$ cat config.mk
export PLATFORM = sky130hd
export DESIGN_NAME = ghost_mover
export DESIGN_NICKNAME = d
export VERILOG_FILES = /design/src/rtl/ghost_pkg.sv /design/src/rtl/move_tick_gen.sv /design/src/rtl/ghost_mover.sv
export SDC_FILE = /design/constraint.sdc
export NUM_CORES = 1
export LEC_CHECK = 0
export ABC_AREA = 0
export BUFFER_PORTS_ARGS = -buffer_cell sky130_fd_sc_hd__buf_2
export CAP_MARGIN = 30
export CORE_MARGIN = 2
export CORE_UTILIZATION = 35
export CTS_CLUSTER_SIZE = 40
export DETAILED_ROUTE_END_ITERATION = 6
export PLACE_DENSITY = 0.59
export SLEW_MARGIN = 20
export SYNTH_ARGS = -nofsm -noshare
export SYNTH_HDL_FRONTEND = slang
export SYNTH_SLANG_ARGS = --single-unit
$ cat constraint.sdc
create_clock -name clk -period 3.9 [get_ports clk]
set_input_delay 0.78 -clock clk [delete_from_list [all_inputs] [get_ports clk]]
set_output_delay 0.78 -clock clk [all_outputs]
set_load 0.005 [all_outputs]
$ cat src/rtl/ghost_pkg.sv
// Shared types for the ghost movement path: tile coordinates, direction and mover state encodings.
// Latency: n/a (types and a pure helper function only).
// Backpressure: n/a.
package ghost_pkg;

    typedef logic [4:0] coord_t;

    typedef enum logic [2:0] {
        DIR_NONE  = 3'd0,
        DIR_LEFT  = 3'd1,
        DIR_RIGHT = 3'd2,
        DIR_UP    = 3'd3,
        DIR_DOWN  = 3'd4
    } dir_t;

    typedef enum logic [1:0] {
        SPAWN_WAIT = 2'd0,
        EXIT       = 2'd1,
        ROAM       = 2'd2
    } mover_state_t;

    // Reverse of a direction; DIR_NONE (and any illegal code) stays DIR_NONE.
    function automatic dir_t dir_opposite(input dir_t d);
        case (d)
            DIR_LEFT:  dir_opposite = DIR_RIGHT;
            DIR_RIGHT: dir_opposite = DIR_LEFT;
            DIR_UP:    dir_opposite = DIR_DOWN;
            DIR_DOWN:  dir_opposite = DIR_UP;
            default:   dir_opposite = DIR_NONE;
        endcase
    endfunction

endpackage

$ cat src/rtl/move_tick_gen.sv
// Movement-rate divider: tick is high for one cycle out of every MOVE_DIV (every cycle when MOVE_DIV=1).
// Latency: tick is combinational from the counter; first tick MOVE_DIV cycles after reset/clear.
// Backpressure: none; clear restarts the count from zero on the next edge.
// Ports: clk, reset (async, active-high), clear (sync restart), tick (out).
module move_tick_gen #(
    parameter int MOVE_DIV = 4
) (
    input  logic clk,
    input  logic reset,
    input  logic clear,
    output logic tick
);

    localparam int CW = (MOVE_DIV > 1) ? $clog2(MOVE_DIV) : 1;
    localparam logic [CW-1:0] LAST = CW'(MOVE_DIV - 1);

    logic [CW-1:0] cnt;

    always_ff @(posedge clk or posedge reset) begin
        if (reset) begin
            cnt <= '0;
        end else if (clear || (cnt == LAST)) begin
            cnt <= '0;
        end else begin
            cnt <= cnt + 1'b1;
        end
    end

    assign tick = (cnt == LAST);

endmodule

$ cat src/rtl/ghost_mover.sv
// Ghost mover: turns one-hot direction requests into registered tile coordinates with pen exit,
//   wall blocking, tunnel wrap on x and respawn on capture.
// Latency: coordinates update on the movement-tick edge; step_done follows for exactly one cycle.
// Backpressure: none; requests are sampled only on ticks, anything else is ignored.
// Ports: clk, reset (async, active-high), ghost_left/right/up/down (requests), wall_left/right/up/down
//   (maze lookup at current tile), caught (sync respawn), ghost_x/ghost_y, cur_dir (dir_t), in_pen, step_done.
// Option: GHOST_MOVER_FRIGHT_EN adds input fright (half-rate, reversed requests while roaming).
import ghost_pkg::*;

module ghost_mover #(
    parameter int GRID_W        = 20,
    parameter int GRID_H        = 22,
    parameter int SPAWN_X       = 10,
    parameter int SPAWN_Y       = 11,
    parameter int EXIT_Y        = 9,
    parameter int MOVE_DIV      = 4,
    parameter int RESPAWN_TICKS = 8
) (
    input  logic       clk,
    input  logic       reset,
    input  logic       ghost_left,
    input  logic       ghost_right,
    input  logic       ghost_up,
    input  logic       ghost_down,
    input  logic       wall_left,
    input  logic       wall_right,
    input  logic       wall_up,
    input  logic       wall_down,
    input  logic       caught,
`ifdef GHOST_MOVER_FRIGHT_EN
    input  logic       fright,
`endif
    output logic [4:0] ghost_x,
    output logic [4:0] ghost_y,
    output logic [2:0] cur_dir,
    output logic       in_pen,
    output logic       step_done
);

    localparam coord_t X_MAX = coord_t'(GRID_W - 1);
    localparam coord_t Y_MAX = coord_t'(GRID_H - 1);
    localparam coord_t SP_X  = coord_t'(SPAWN_X);
    localparam coord_t SP_Y  = coord_t'(SPAWN_Y);
    localparam coord_t EX_Y  = coord_t'(EXIT_Y);

    localparam int WW = (RESPAWN_TICKS > 1) ? $clog2(RESPAWN_TICKS) : 1;
    localparam logic [WW-1:0] WAIT_LAST = (RESPAWN_TICKS > 0) ? WW'(RESPAWN_TICKS - 1) : '0;

    mover_state_t  state_q, state_d;
    coord_t        x_q, x_d, y_q, y_d;
    dir_t          dir_q, dir_d;
    logic [WW-1:0] wait_q, wait_d;
    logic          step_q, step_d;

    logic   tick;
    logic   move_tick;
    dir_t   req;
    dir_t   eff_req;
    dir_t   mv_dir;
    coord_t y_exit;
    logic   open_left, open_right, open_up, open_down;

    move_tick_gen #(
        .MOVE_DIV (MOVE_DIV)
    ) u_tick (
        .clk   (clk),
        .reset (reset),
        .clear (caught),
        .tick  (tick)
    );

    // Anything other than exactly one request bit is treated as no request.
    always_comb begin
        req = DIR_NONE;
        case ({ghost_left, ghost_right, ghost_up, ghost_down})
            4'b1000: req = DIR_LEFT;
            4'b0100: req = DIR_RIGHT;
            4'b0010: req = DIR_UP;
            4'b0001: req = DIR_DOWN;
            default: req = DIR_NONE;
        endcase
    end

`ifdef GHOST_MOVER_FRIGHT_EN
    // Phase toggles on each roaming tick while frightened; only every second tick moves.
    logic fphase_q;

    always_ff @(posedge clk or posedge reset) begin
        if (reset) begin
            fphase_q <= 1'b0;
        end else if (caught || (state_q != ROAM) || !fright) begin
            fphase_q <= 1'b0;
        end else if (tick) begin
            fphase_q <= ~fphase_q;
        end
    end

    assign move_tick = tick && (!fright || fphase_q);
    assign eff_req   = fright ? dir_opposite(req) : req;
`else
    assign move_tick = tick;
    assign eff_req   = req;
`endif

    // y never wraps, so the grid edges act as extra walls for UP/DOWN.
    assign open_left  = !wall_left;
    assign open_right = !wall_right;
    assign open_up    = !wall_up   && (y_q != '0);
    assign open_down  = !wall_down && (y_q != Y_MAX);

    function automatic logic dir_open(input dir_t d, input logic ol, input logic or_,
                                      input logic ou, input logic od);
        case (d)
            DIR_LEFT:  dir_open = ol;
            DIR_RIGHT: dir_open = or_;
            DIR_UP:    dir_open = ou;
            DIR_DOWN:  dir_open = od;
            default:   dir_open = 1'b0;
        endcase
    endfunction

    // x wraps through the side tunnel.
    function automatic coord_t step_x(input dir_t d, input coord_t x);
        case (d)
            DIR_LEFT:  step_x = (x == '0) ? X_MAX : x - 5'd1;
            DIR_RIGHT: step_x = (x == X_MAX) ? '0 : x + 5'd1;
            default:   step_x = x;
        endcase
    endfunction

    function automatic coord_t step_y(input dir_t d, input coord_t y);
        case (d)
            DIR_UP:   step_y = y - 5'd1;
            DIR_DOWN: step_y = y + 5'd1;
            default:  step_y = y;
        endcase
    endfunction

    assign y_exit = y_q - 5'd1;

    always_comb begin
        state_d = state_q;
        x_d     = x_q;
        y_d     = y_q;
        dir_d   = dir_q;
        wait_d  = wait_q;
        mv_dir  = DIR_NONE;

        case (state_q)
            SPAWN_WAIT: begin
                if (RESPAWN_TICKS == 0) begin
                    state_d = EXIT;
                end else if (tick) begin
                    if (wait_q == WAIT_LAST) begin
                        state_d = EXIT;
                        wait_d  = '0;
                    end else begin
                        wait_d = wait_q + 1'b1;
                    end
                end
            end
            EXIT: begin
                // Pen door: walls and requests do not apply on the way out.
                if (tick) begin
                    y_d   = y_exit;
                    dir_d = DIR_UP;
                    if (y_exit == EX_Y) begin
                        state_d = ROAM;
                    end
                end
            end
            ROAM: begin
                if (move_tick) begin
                    if ((eff_req != DIR_NONE) &&
                        dir_open(eff_req, open_left, open_right, open_up, open_down)) begin
                        mv_dir = eff_req;
                        dir_d  = eff_req;
                    end else if ((dir_q != DIR_NONE) &&
                                 dir_open(dir_q, open_left, open_right, open_up, open_down)) begin
                        mv_dir = dir_q;
                    end else begin
                        dir_d = DIR_NONE;
                    end
                    x_d = step_x(mv_dir, x_q);
                    y_d = step_y(mv_dir, y_q);
                end
            end
            default: begin
                state_d = SPAWN_WAIT;
            end
        endcase

        // Capture overrides everything, including a move on the same tick.
        if (caught) begin
            state_d = SPAWN_WAIT;
            x_d     = SP_X;
            y_d     = SP_Y;
            dir_d   = DIR_NONE;
            wait_d  = '0;
        end

        step_d = !caught && ((x_d != x_q) || (y_d != y_q));
    end

    always_ff @(posedge clk or posedge reset) begin
        if (reset) begin
            state_q <= SPAWN_WAIT;
            x_q     <= SP_X;
            y_q     <= SP_Y;
            dir_q   <= DIR_NONE;
            wait_q  <= '0;
            step_q  <= 1'b0;
        end else begin
            state_q <= state_d;
            x_q     <= x_d;
            y_q     <= y_d;
            dir_q   <= dir_d;
            wait_q  <= wait_d;
            step_q  <= step_d;
        end
    end

    assign ghost_x   = x_q;
    assign ghost_y   = y_q;
    assign cur_dir   = dir_q;
    assign in_pen    = (state_q != ROAM);
    assign step_done = step_q;

endmodule

Word-level counts from Yosys, hierarchy flattened --
Cells that the tools add are included.
Word-level totals: register bits 21, input bits 11, output and inout port bits 15, logic and storage cells 105
Operators by class: add/sub/neg operators 6, equal/unequal tests 32, multiplexer cells 37, reduce and logical (&&, ||, !) cells 23
Operators with widths (number):
- $mux 5 | 8
- $mux 3 | 10
- $pmux 5 s2 | 3
- $eq 3x2->1 const B | 6
- $ne 3x3->1 const B | 5
- $eq 3x3->1 const B | 4
- $mux 2 | 6
- $pmux 3 s4 | 1
- $add 5x1->5 const B | 2
- $ne 5x5->1 | 2
- $sub 5x1->5 const B | 2
- $eq 3x1->1 const B | 3
- $reduce_bool 3->1 | 3
- $pmux 1 s4 | 2
- $pmux 2 s3 | 1
- $pmux 3 s2 | 1
- $eq 5x4->1 const B | 1
- $eq 5x5->1 const B | 1
- $logic_and 1x1->1 | 5
- $logic_not 1->1 | 5
- $logic_not 5->1 | 1
- $mux 1 | 5
- $ne 5x5->1 const B | 1
- $reduce_and 5->1 | 1
- other kinds (15) | 19

Logic depth before layout (Yosys ltp) --
Gate-level depths: netlist (run 1).
depth after elaboration 23, mapped depth 10, gate-level depth less buffers 9

By module --
Synthesis (run 1) repeated with hierarchy kept, for this count alone.
Second synthesis, totals: cells, all modules 302, area total of the unflattened synthesis 2344.7 µm²
Modules (own cells, without submodules):
- ghost_mover | instances 1, cells an instance 296, area an instance 2255.9 µm², sequential area each 481.7 µm²
- move_tick_gen | instances 1, cells an instance 6, area an instance 88.8 µm², sequential area each 50.0 µm²

Worst setup path before layout (run 1) --
No wires, ideal clock.
kind input to register, start input port ghost_up, end register step_q (netlist: step_done), setup time 0.142 ns, arrival time 2.606 ns, data required time 3.758 ns, slack 1.152 ns, cell stages on the path 7, buffers on the path 0, cell sequence or4b_1 -> nor3_4 -> nor4_2 -> or2_1 -> a211o_1 -> nor4_1 -> a41oi_1
On the way: longest elaborated chain between the ends 18, elaborated cells on any way between the ends 33, those cells by class 14 x eq/ne; 15 x mux; 4 x reduce/logical
RTL lines:
- start, declared | RTL line ghost_mover.sv:23 | input logic ghost_up,
- $eq 4x1->1 (tied with other cells) | RTL line ghost_mover.sv:75 | case ({ghost_left, ghost_right, ghost_up, ghost_down})
- $pmux 3 s4 * | RTL line ghost_mover.sv:75
- $eq 3x3->1 (tied with other cells) | RTL line ghost_mover.sv:113 | case (d)
- $pmux 1 s4 | RTL line ghost_mover.sv:113
- $mux 1 | RTL line ghost_mover.sv:173 | if (move_tick) begin
- $mux 1 | RTL line ghost_mover.sv:149 | case (state_q)
- $logic_and 1x1->1 | RTL line ghost_mover.sv:174 | if ((eff_req != DIR_NONE) &&
- $mux 3 * (2 in series)
- [2 not listed]
- $pmux 5 s2 (on tied branches) | RTL line ghost_mover.sv:132, ghost_mover.sv:124
- $mux 5 | RTL line ghost_mover.sv:173
- $pmux 5 s2 / $mux 5 (equally long branches) | RTL line ghost_mover.sv:149
- $mux 5 | RTL line ghost_mover.sv:194 | if (caught) begin
- $ne 5x5->1 | RTL line ghost_mover.sv:202 | step_d = !caught && ((x_d != x_q) || (y_d != y_q));
- $logic_or 1x1->1 * | RTL line ghost_mover.sv:202
- $logic_and 1x1->1 * | RTL line ghost_mover.sv:202
- via step_d | RTL line ghost_mover.sv:53 | logic step_q, step_d;
- end signal, assigned | RTL line ghost_mover.sv:219 | step_q <= step_d;
- end, declared | RTL line ghost_mover.sv:53
The timed path passes the listed nets; every way through them passes the cells marked *. The select of a mux whose other input is x is not followed. A chain may end at the register's enable or synchronous reset.

Worst setup path in the final report (run 1) --
start register y_q[0] (netlist: ghost_y[0]), end register y_q[4] (netlist: ghost_y[4])
On the way: longest elaborated chain between the ends 16, elaborated cells on any way between the ends 26, those cells by class 2 x add/sub; 3 x eq/ne; 16 x mux; 5 x reduce/logical
RTL lines:
- start, declared | RTL line ghost_mover.sv:50 | coord_t x_q, x_d, y_q, y_d;
- start signal, assigned | RTL line ghost_mover.sv:216 | y_q <= y_d;
- $ne 5x5->1 / $reduce_bool 5->1 (equally long branches) | RTL line ghost_mover.sv:109, ghost_mover.sv:108
- $logic_and 1x1->1 (on tied branches) | RTL line ghost_mover.sv:109, ghost_mover.sv:108
- $pmux 1 s4 | RTL line ghost_mover.sv:113
- $mux 1 | RTL line ghost_mover.sv:174
- $mux 1 | RTL line ghost_mover.sv:173
- $mux 1 | RTL line ghost_mover.sv:149
- $logic_and 1x1->1 | RTL line ghost_mover.sv:178 | end else if ((dir_q != DIR_NONE) &&
- $mux 3 (3 in series)
- $mux 3 | RTL line ghost_mover.sv:149
- $eq 3x3->1 / $eq 3x2->1 (equally long branches) | RTL line ghost_mover.sv:132 | case (d)
- $pmux 5 s2 | RTL line ghost_mover.sv:132
- $mux 5 | RTL line ghost_mover.sv:173
- $pmux 5 s2 * | RTL line ghost_mover.sv:149
- $mux 5 * | RTL line ghost_mover.sv:194
- via y_d[4] | RTL line ghost_mover.sv:50
Marked as above.

==> flow_summary.yaml, run 1 <==
power_and_ir_drop:
  p_per_area_mw_per_mm2: 374
  peakVddDrop_mv: 0.305
  p_leak_nw: 0.984
final_layout:
  utilization_pct: 40.4
  final_common_cell: "nand2_1"
  drive_above_1_share_pct: 14.5
  final_cell_mix: "nand2_1, buf_2, nor2_1"
  antenna_cells: 0
  syn_to_final_growth_pct: 11.2
  layout.nets: 323
  fillers: 637
global_routing:
  grt-ovfl-total: 0
  grt_usage_pct: 18.7
  grt_pass1_wl_um: 9830
  grt_pass1_vias: 1966
  grt_max_degree: 22
  antenna_found_initial: 0
drt:
  final_antenna_net_count: 0
  drc: 0
  via_per_inst: 5.81
  wirelength_um: 5910
  drt_iter0_markers: 77
  num_vias: 2162
  firstDrtPassIters: 4
  wire_per_inst_um: 15.9
timing:
  finalSetupViolations: 0
  tightest_slew_ns: 0.829
  slew_headroom_pct: 44.3
  slew_violations: 0
  rsz0062_at_grt: "false"
  fin_skew_ns: 0.00278
  tns_ns: 0
  period_minus_slack_ns: 3.13
  fmax_ghz: 0.319
  hold_viol_final: 0
  min_period_over_period_pct: 80.3
worst_setup_path:
  crit_arrival_ns: 3.31
  r2r-start: "ghost_y[0]$_DFF_PP1_"
  crit_fanout: 11
  critPathLaunchType: "register"
  critical_path_required_ns: 4.08
  cp-startpoint: "ghost_y[0]$_DFF_PP1_"
  crit_path_end_kind: "register"
  worstSetupPathType: "register to register"
synth:
  synth_area_per_cell_um2: 7.66
  synth_cell_types: 61
  synth_area_leader_cell: "dfrtp_1"
  synthFlopType: "dfrtp_1"
  synth_edf_count: 0
  ys_warn_count: 0
  syn_nets: 306
  synth_top_area_share_pct: 18.6
  yosys-top-cells-area: "dfrtp_1, ha_1, dfstp_2"
  syn_inst: 281
  synth_compound_area_share_pct: 28.8
  synth_mux_area_share_pct: 0.988
  ys_seq_elements: 21
  synthXorXnorAreaFrac_pct: 2.44
  ys_seq_area_share_pct: 24.7
  synth-simple-area-share_pct: 29.0
  synthAdderAreaFrac_pct: 8.14
  synth_top_family_by_area: "simple AND/OR/NAND/NOR gates"
  async_flop_share_pct: 100
  syn_area_mm2: 0.00215
run_status:
  outcome: "finished, final reports clean"
die:
  start_util_pct: 36.3
  io_pins: 26
  die_x_um: 82.4
  dieArea_mm2: 0.00679
  core-area_mm2: 0.00592
  rows: 28
  die_h_um: 82.4
clocking:
  cts_resized: 0
  ctsHoldBuffers: 0
  clockBufferDepth: 2
  cts_setup_buffers: 0
  numCtsBuffers: 3
  clockRootBuffer: "clkbuf_8"
  clock_latency_ns: 0.26
  clk_pin_slew_worst_paths_ns: 0.08
  cts_tree: "done"
  clock-sinks: 21
  h-tree-depth: 1
hold_path:
  holdCritPathClass: "input pin to asynchronous set/reset pin"
place:
  gp_congestion: 0.875
  portBuffers: 25
  dp_hpwl_um: 4310
flow_run:
  drv_cap: 0
[through the flow]
| stage | worst slack, ns | cells | instance area [um2] | hold WS (ns) | total power, mW |
|---|---|---|---|---|---|
| floorplan | 1.15 | 281 | 2150 | 0.419 | 0.625 |
| global placement | 0.896 | 367 | 2320 | 0.433 | 0.741 |
| detailed placement | 0.820 | 367 | 2320 | 0.437 | 0.743 |
| CTS | 0.843 | 371 | 2360 | 0.458 | 0.901 |
| global route | 0.595 | 372 | 2390 | 0.462 | 0.976 |
| finish | 0.769 | 372 | 2390 | 0.448 | 0.895 |
[cell families after synthesis]
group / Yosys count
flops: 21
buf+inv: 33
simple gates: 113
mux: 2
xor+xnor: 6
fa+ha+maj: 14
compound gates: 92
[Yosys cell counts, types with 3 or more instances]
| library cell | number |
|---|---|
| nor4b_1 | 4 |
| a21oi_1 | 21 |
| dfstp_2 | 5 |
| clkbuf_1 | 12 |
| or4b_1 | 4 |
| nand4_1 | 3 |
| a31oi_1 | 4 |
| nand3_1 | 14 |
| dfrtp_1 | 16 |
| o211ai_1 | 4 |
| xnor2_1 | 6 |
| o31ai_1 | 4 |
| o221ai_1 | 4 |
| and2_1 | 3 |
| nand2_1 | 26 |
| ha_1 | 14 |
| a22oi_1 | 3 |
| inv_1 | 18 |
| a41oi_1 | 3 |
| a211oi_1 | 3 |
| a221oi_1 | 3 |
| o21ai_0 | 16 |
| o21ai_1 | 5 |
| nor2_1 | 24 |
| nor3_1 | 9 |
| and3_1 | 4 |
[layout make-up]
type	count	area [um2]	area share, %
Clock buffer	4	45.0	1.88
Sequential cell	21	532	22.2
Timing Repair Buffer	27	160	6.69
Tap cell	75	93.8	3.92
Multi-Input combinational cell	227	1490	62.4
Inverter	18	67.6	2.82
[flip-flops by register name, indices dropped and copies added (netlist names)]
signal and count:
ghost_x 5, ghost_y 5, cur_dir 3, wait_q 3
state_q 2, u_tick.cnt 2, step_done 1
[layer usage]
layer,share of wire [%],global-route usage (%)
met1,47,26.7
met2,48,29.8
met3,5.2,2.93
met4,0.63,3.83
met5,0,0
[critical path, cell delays in order (launching register included)]
cell,delay (ns)
dfstp_2,0.62
inv_1,0.16
ha_1,0.24
nor4b_1,0.15
or4b_1,0.58
o31ai_2,0.56
nand3_1,0.18
a211oi_1,0.26
o21ai_1,0.10
a31oi_1,0.19
[where the power goes]
group          switching, mW  total (mW)  internal, mW
Clock                 0.0761       0.149        0.0730
Sequential            0.0411       0.293         0.252
Combinational          0.272       0.453         0.180
Total                  0.390       0.895         0.505
[worst paths after layout]
kind                                      endpoint  slack, ns  depth (start not counted)
max                           ghost_y[4]$_DFF_PP0_       0.77                          9
min                           ghost_x[0]$_DFF_PP0_       0.45                          2
max reg2reg                   ghost_y[4]$_DFF_PP0_       0.77                          9
min reg2reg                u_tick.cnt[0]$_DFF_PP0_       0.46                          1
max in group asynchronous     ghost_y[1]$_DFF_PP1_       2.98                          3
min in group clk           u_tick.cnt[0]$_DFF_PP0_       0.46                          1
No activity file was read; power rests on OpenSTA's default activity.
==> run 2: changes to the inputs <==
clock period = 3.15 ns   (was 3.9 ns; I/O delays follow)
==> run 2 against run 1 <==
Sequential power rose by 20%. Highest routed layer unchanged. Sequential cell count did not move. Combinational power rose by 30%.
==> flow_summary.yaml, run 2 (synthesized netlist as in run 1, its figures left out) <==
final_layout:
  final_cell_mix: "nand2_1, buf_2, nor2_1"
  fillers: 616
  multi_input_area_mm2: 0.00149
  final_common_cell: "nand2_1"
  syn_to_final_growth_pct: 13.1
  layout.area.seq_um2: 532
  stdcell_area_mm2: 0.00243
  fin_cells: 379
  layout.nets: 330
  antenna_cells: 0
  drive_above_1_share_pct: 16.8
drt:
  drc: 0
  wl_met3_um: 265
  drt-met1-wl_um: 2910
  wirelength_um: 6170
  maxUsedRoutingLayer: "met4"
  final_antenna_net_count: 0
  drt_iter0_markers: 131
  firstDrtPassIters: 4
  num_vias: 2214
  wire_per_inst_um: 16.3
  via_per_inst: 5.84
  dr_wl_met2_um: 2940
worst_setup_path:
  crit_path_end_kind: "register"
  worstSetupPathType: "register to register"
  critPathLaunchType: "register"
  crit_arrival_ns: 3.07
  critical_path_required_ns: 3.33
  crit_fanout: 11
timing:
  rsz0062_at_grt: "false"
  min_period_over_period_pct: 91.7
  period_minus_slack_ns: 2.89
  tns_ns: 0
  fin_skew_ns: 0.00268
  slew_headroom_pct: 49.0
  setup_ws_ns: 0.262
  slew_violations: 0
  hold_ws_ns: 0.308
  fmax_ghz: 0.346
  hold_viol_final: 0
  tightest_slew_ns: 0.758
  finalSetupViolations: 0
power_and_ir_drop:
  pwr-share-seq_pct: 31.0
  swShare_pct: 44.0
  p_per_area_mw_per_mm2: 466
  p_int_mw: 0.636
  clockPowerShare_pct: 17.0
  switching_power_mw: 0.499
  peakVddDrop_mv: 0.295
  power.share.combinational_pct: 51.9
  p_leak_nw: 1.02
clocking:
  clk_pin_slew_worst_paths_ns: 0.09
  cts_tree: "done"
  clock_latency_ns: 0.27
  clock-sinks: 21
  cts_resized: 0
  numCtsBuffers: 3
  cts_setup_buffers: 0
  ctsHoldBuffers: 0
  h-tree-depth: 1
  clockBufferDepth: 2
  clockRootBuffer: "clkbuf_8"
global_routing:
  grt_max_degree: 22
  grt_pass1_vias: 1996
  grt_usage_pct: 19.4
  grt-ovfl-total: 0
  grt_pass1_wl_um: 10100
  antenna_found_initial: 0
run_status:
  outcome: "finished, final reports clean"
place:
  portBuffers: 25
  place_inst: 374
  gp_congestion: 0.856
  placed_cell_area_mm2: 0.00237
  place_ws_ns: 0.318
  dp_hpwl_um: 4470
die:
  rows: 28
  start_util_pct: 36.3
  die_x_um: 82.4
  io_pins: 26
  die_h_um: 82.4
  core-area_mm2: 0.00592
  dieArea_mm2: 0.00679
hold_path:
  holdCritPathClass: "input pin to asynchronous set/reset pin"
flow_run:
  drv_cap: 0
run 2: layout make-up:
cell class,instances,area share (%)
clock inverter,1,0.206
multi-input combinational,227,61.4
tap,75,3.86
sequential,21,21.9
timing repair buffer,34,8.23
inverter,18,2.78
clock buffer,3,1.70
run 2: through the flow:
| stage | power (mW) | utilization, % |
|---|---|---|
| after CTS | 1.14 | 40.8 |
| after global placement | 0.939 | 40.1 |
| after detailed placement | 0.943 | 40.1 |
| final | 1.14 | 41.1 |
| after floorplan | 0.774 | - |
| after global routing | 1.24 | 41.1 |
run 2: final timing paths:
kind	startpoint	to	slack (ns)	cells after the start
min in group clk	u_tick.cnt[0]$_DFF_PP0_	u_tick.cnt[0]$_DFF_PP0_	0.45	1
hold / removal	reset	ghost_x[0]$_DFF_PP0_	0.31	2
max in group asynchronous	reset	ghost_y[1]$_DFF_PP1_	2.34	3
setup / recovery	ghost_y[0]$_DFF_PP1_	ghost_x[0]$_DFF_PP0_	0.26	9
setup reg to reg	ghost_y[0]$_DFF_PP1_	ghost_x[0]$_DFF_PP0_	0.26	9
hold reg to reg	u_tick.cnt[0]$_DFF_PP0_	u_tick.cnt[0]$_DFF_PP0_	0.45	1
run 2: per-layer routing:
metal	vias to the layer above	global-route usage, %
li1	1107	-
met1	1053	27.8
met2	50	30.6
met3	4	2.93
met4	0	4.33
met5	-	0
run 2: worst max-delay path: stages, from the launching register on:
cell and delay [ns]:
dfstp_2 0.43, inv_1 0.23, ha_1 0.20, or4b_1 0.46, and3_1 0.25, nor3_2 0.37, nand2_1 0.13, a21oi_2 0.35
a21oi_1 0.12, a311oi_1 0.26
run 2: power by group through the flow:
stage	Combinational [mW]	Sequential (mW)	Clock [mW]
after global routing	0.663	0.360	0.222
after global placement	0.581	0.358	0
after CTS	0.587	0.353	0.204
after detailed placement	0.584	0.358	0
after floorplan	0.427	0.347	0
final	0.590	0.352	0.193
==> run 3: changes to the inputs <==
clock period = 3.2 ns   (was 3.15 ns; I/O delays follow)
==> run 3 against run 2 <==
Core utilization is essentially flat. Global-route usage down 0.40 points. Critical path type unchanged. Worst hold slack better by 0.0080 ns. Highest routed layer unchanged.
==> flow_summary.yaml, run 3 (synthesized netlist as in run 1, its figures left out) <==
drt:
  num_vias: 2235
  drt_iter0_markers: 108
  wire_per_inst_um: 16.0
  firstDrtPassIters: 4
  drc: 0
  final_antenna_net_count: 0
  wirelength_um: 6040
  via_per_inst: 5.93
global_routing:
  grt_use_met3_pct: 2.61
  antenna_found_initial: 0
  grt_busiest_layer: "met2"
  grt-ovfl-total: 0
  grt_usage_pct: 19.0
  use_met1_pct: 26.2
  met2_usage_pct: 31.8
  grt_max_degree: 22
  grt_pass1_wl_um: 9930
  grt_pass1_vias: 1971
worst_setup_path:
  crit_arrival_ns: 3.14
  crit_chain: "inv_1 -> ha_1 -> or4b_1 -> and3_1 -> o31ai_1 -> o21ai_0 -> a211o_1"
  critical_path_required_ns: 3.40
  worst_path_max_delay_cell: "o31ai_1"
  max_stage_delay_ns: 0.76
  crit_path_end_kind: "register"
  crit_family: "compound AO/OA/AOI/OAI gates"
  crit_fanout: 11
  worst-path-buf-inv: 1
  worstSetupPathType: "register to register"
  critPathLaunchType: "register"
clocking:
  cts_resized: 0
  clk_pin_slew_worst_paths_ns: 0.08
  clock-sinks: 21
  cts_setup_buffers: 0
  clockRootBuffer: "clkbuf_8"
  numCtsBuffers: 3
  ctsHoldBuffers: 0
  clockBufferDepth: 2
  h-tree-depth: 1
  cts_tree: "done"
  clock_latency_ns: 0.27
hold_path:
  holdCritPathClass: "input pin to asynchronous set/reset pin"
final_layout:
  final_cell_mix: "nand2_1, buf_2, nor2_1"
  fillers: 619
  syn_to_final_growth_pct: 13.0
  drive_above_1_share_pct: 16.2
  layout.area.seq_um2: 532
  multi_input_area_mm2: 0.00149
  layout.nets: 328
  antenna_cells: 0
  final_common_cell: "nand2_1"
  fin_cells: 377
timing:
  fmax_ghz: 0.341
  slew_violations: 0
  min_period_over_period_pct: 91.7
  rsz0062_at_grt: "false"
  slew_headroom_pct: 41.0
  period_minus_slack_ns: 2.93
  tightest_slew_ns: 0.878
  tns_ns: 0
  fin_skew_ns: 0.00275
  hold_viol_final: 0
  finalSetupViolations: 0
  setup_ws_ns: 0.266
place:
  place_ws_ns: 0.304
  dp_hpwl_um: 4460
  portBuffers: 25
  place_inst: 372
  gp_congestion: 0.836
die:
  io_pins: 26
  start_util_pct: 36.3
  core-area_mm2: 0.00592
  die_h_um: 82.4
  dieArea_mm2: 0.00679
  die_x_um: 82.4
  rows: 28
power_and_ir_drop:
  p_leak_nw: 1.01
  p_per_area_mw_per_mm2: 454
  peakVddDrop_mv: 0.450
flow_run:
  drv_cap: 0
run_status:
  outcome: "finished, final reports clean"
==> run 3: final timing paths <==
check / from / slack (ns) / depth (start not counted) / to
max: ghost_y[0]$_DFF_PP1_ / 0.27 / 7 / ghost_y[0]$_DFF_PP1_
min: reset / 0.32 / 2 / ghost_x[0]$_DFF_PP0_
max reg2reg: ghost_y[0]$_DFF_PP1_ / 0.27 / 7 / ghost_y[0]$_DFF_PP1_
min reg2reg: u_tick.cnt[0]$_DFF_PP0_ / 0.45 / 1 / u_tick.cnt[0]$_DFF_PP0_
max in group asynchronous: reset / 2.40 / 3 / ghost_y[1]$_DFF_PP1_
min in group clk: u_tick.cnt[0]$_DFF_PP0_ / 0.45 / 1 / u_tick.cnt[0]$_DFF_PP0_
==> run 3: layout make-up <==
type,count,area share (%)
inverter,18,2.78
clock inverter,1,0.206
multi-input combinational,227,61.5
tap,75,3.86
clock buffer,3,1.70
timing repair buffer,32,8.13
sequential,21,21.9
==> run 3: metal layers <==
| layer | vias to the layer above | wire length (um) |
|---|---|---|
| met4 | 0 | 62 |
| met3 | 9 | 412 |
| met2 | 62 | 2870 |
| met1 | 1059 | 2700 |
| met5 | - | 0 |
| li1 | 1105 | - |
==> run 3: metrics by stage <==
step | cell area (um2) | utilization, % | hold WS, ns | power, mW
5_1_grt | 2430 | 41.1 | 0.342 | 1.20
2_1_floorplan | 2150 | - | 0.419 | 0.762
3_3_place_gp | 2360 | 39.8 | 0.440 | 0.912
4_1_cts | 2400 | 40.6 | 0.461 | 1.11
3_5_place_dp | 2360 | 39.8 | 0.448 | 0.914
6_report | 2430 | 41.1 | 0.316 | 1.10
==> run 3: power breakdown <==
group,switching [mW],internal (mW)
registers,0.0418,0.307
clock network,0.0991,0.0872
logic,0.343,0.226
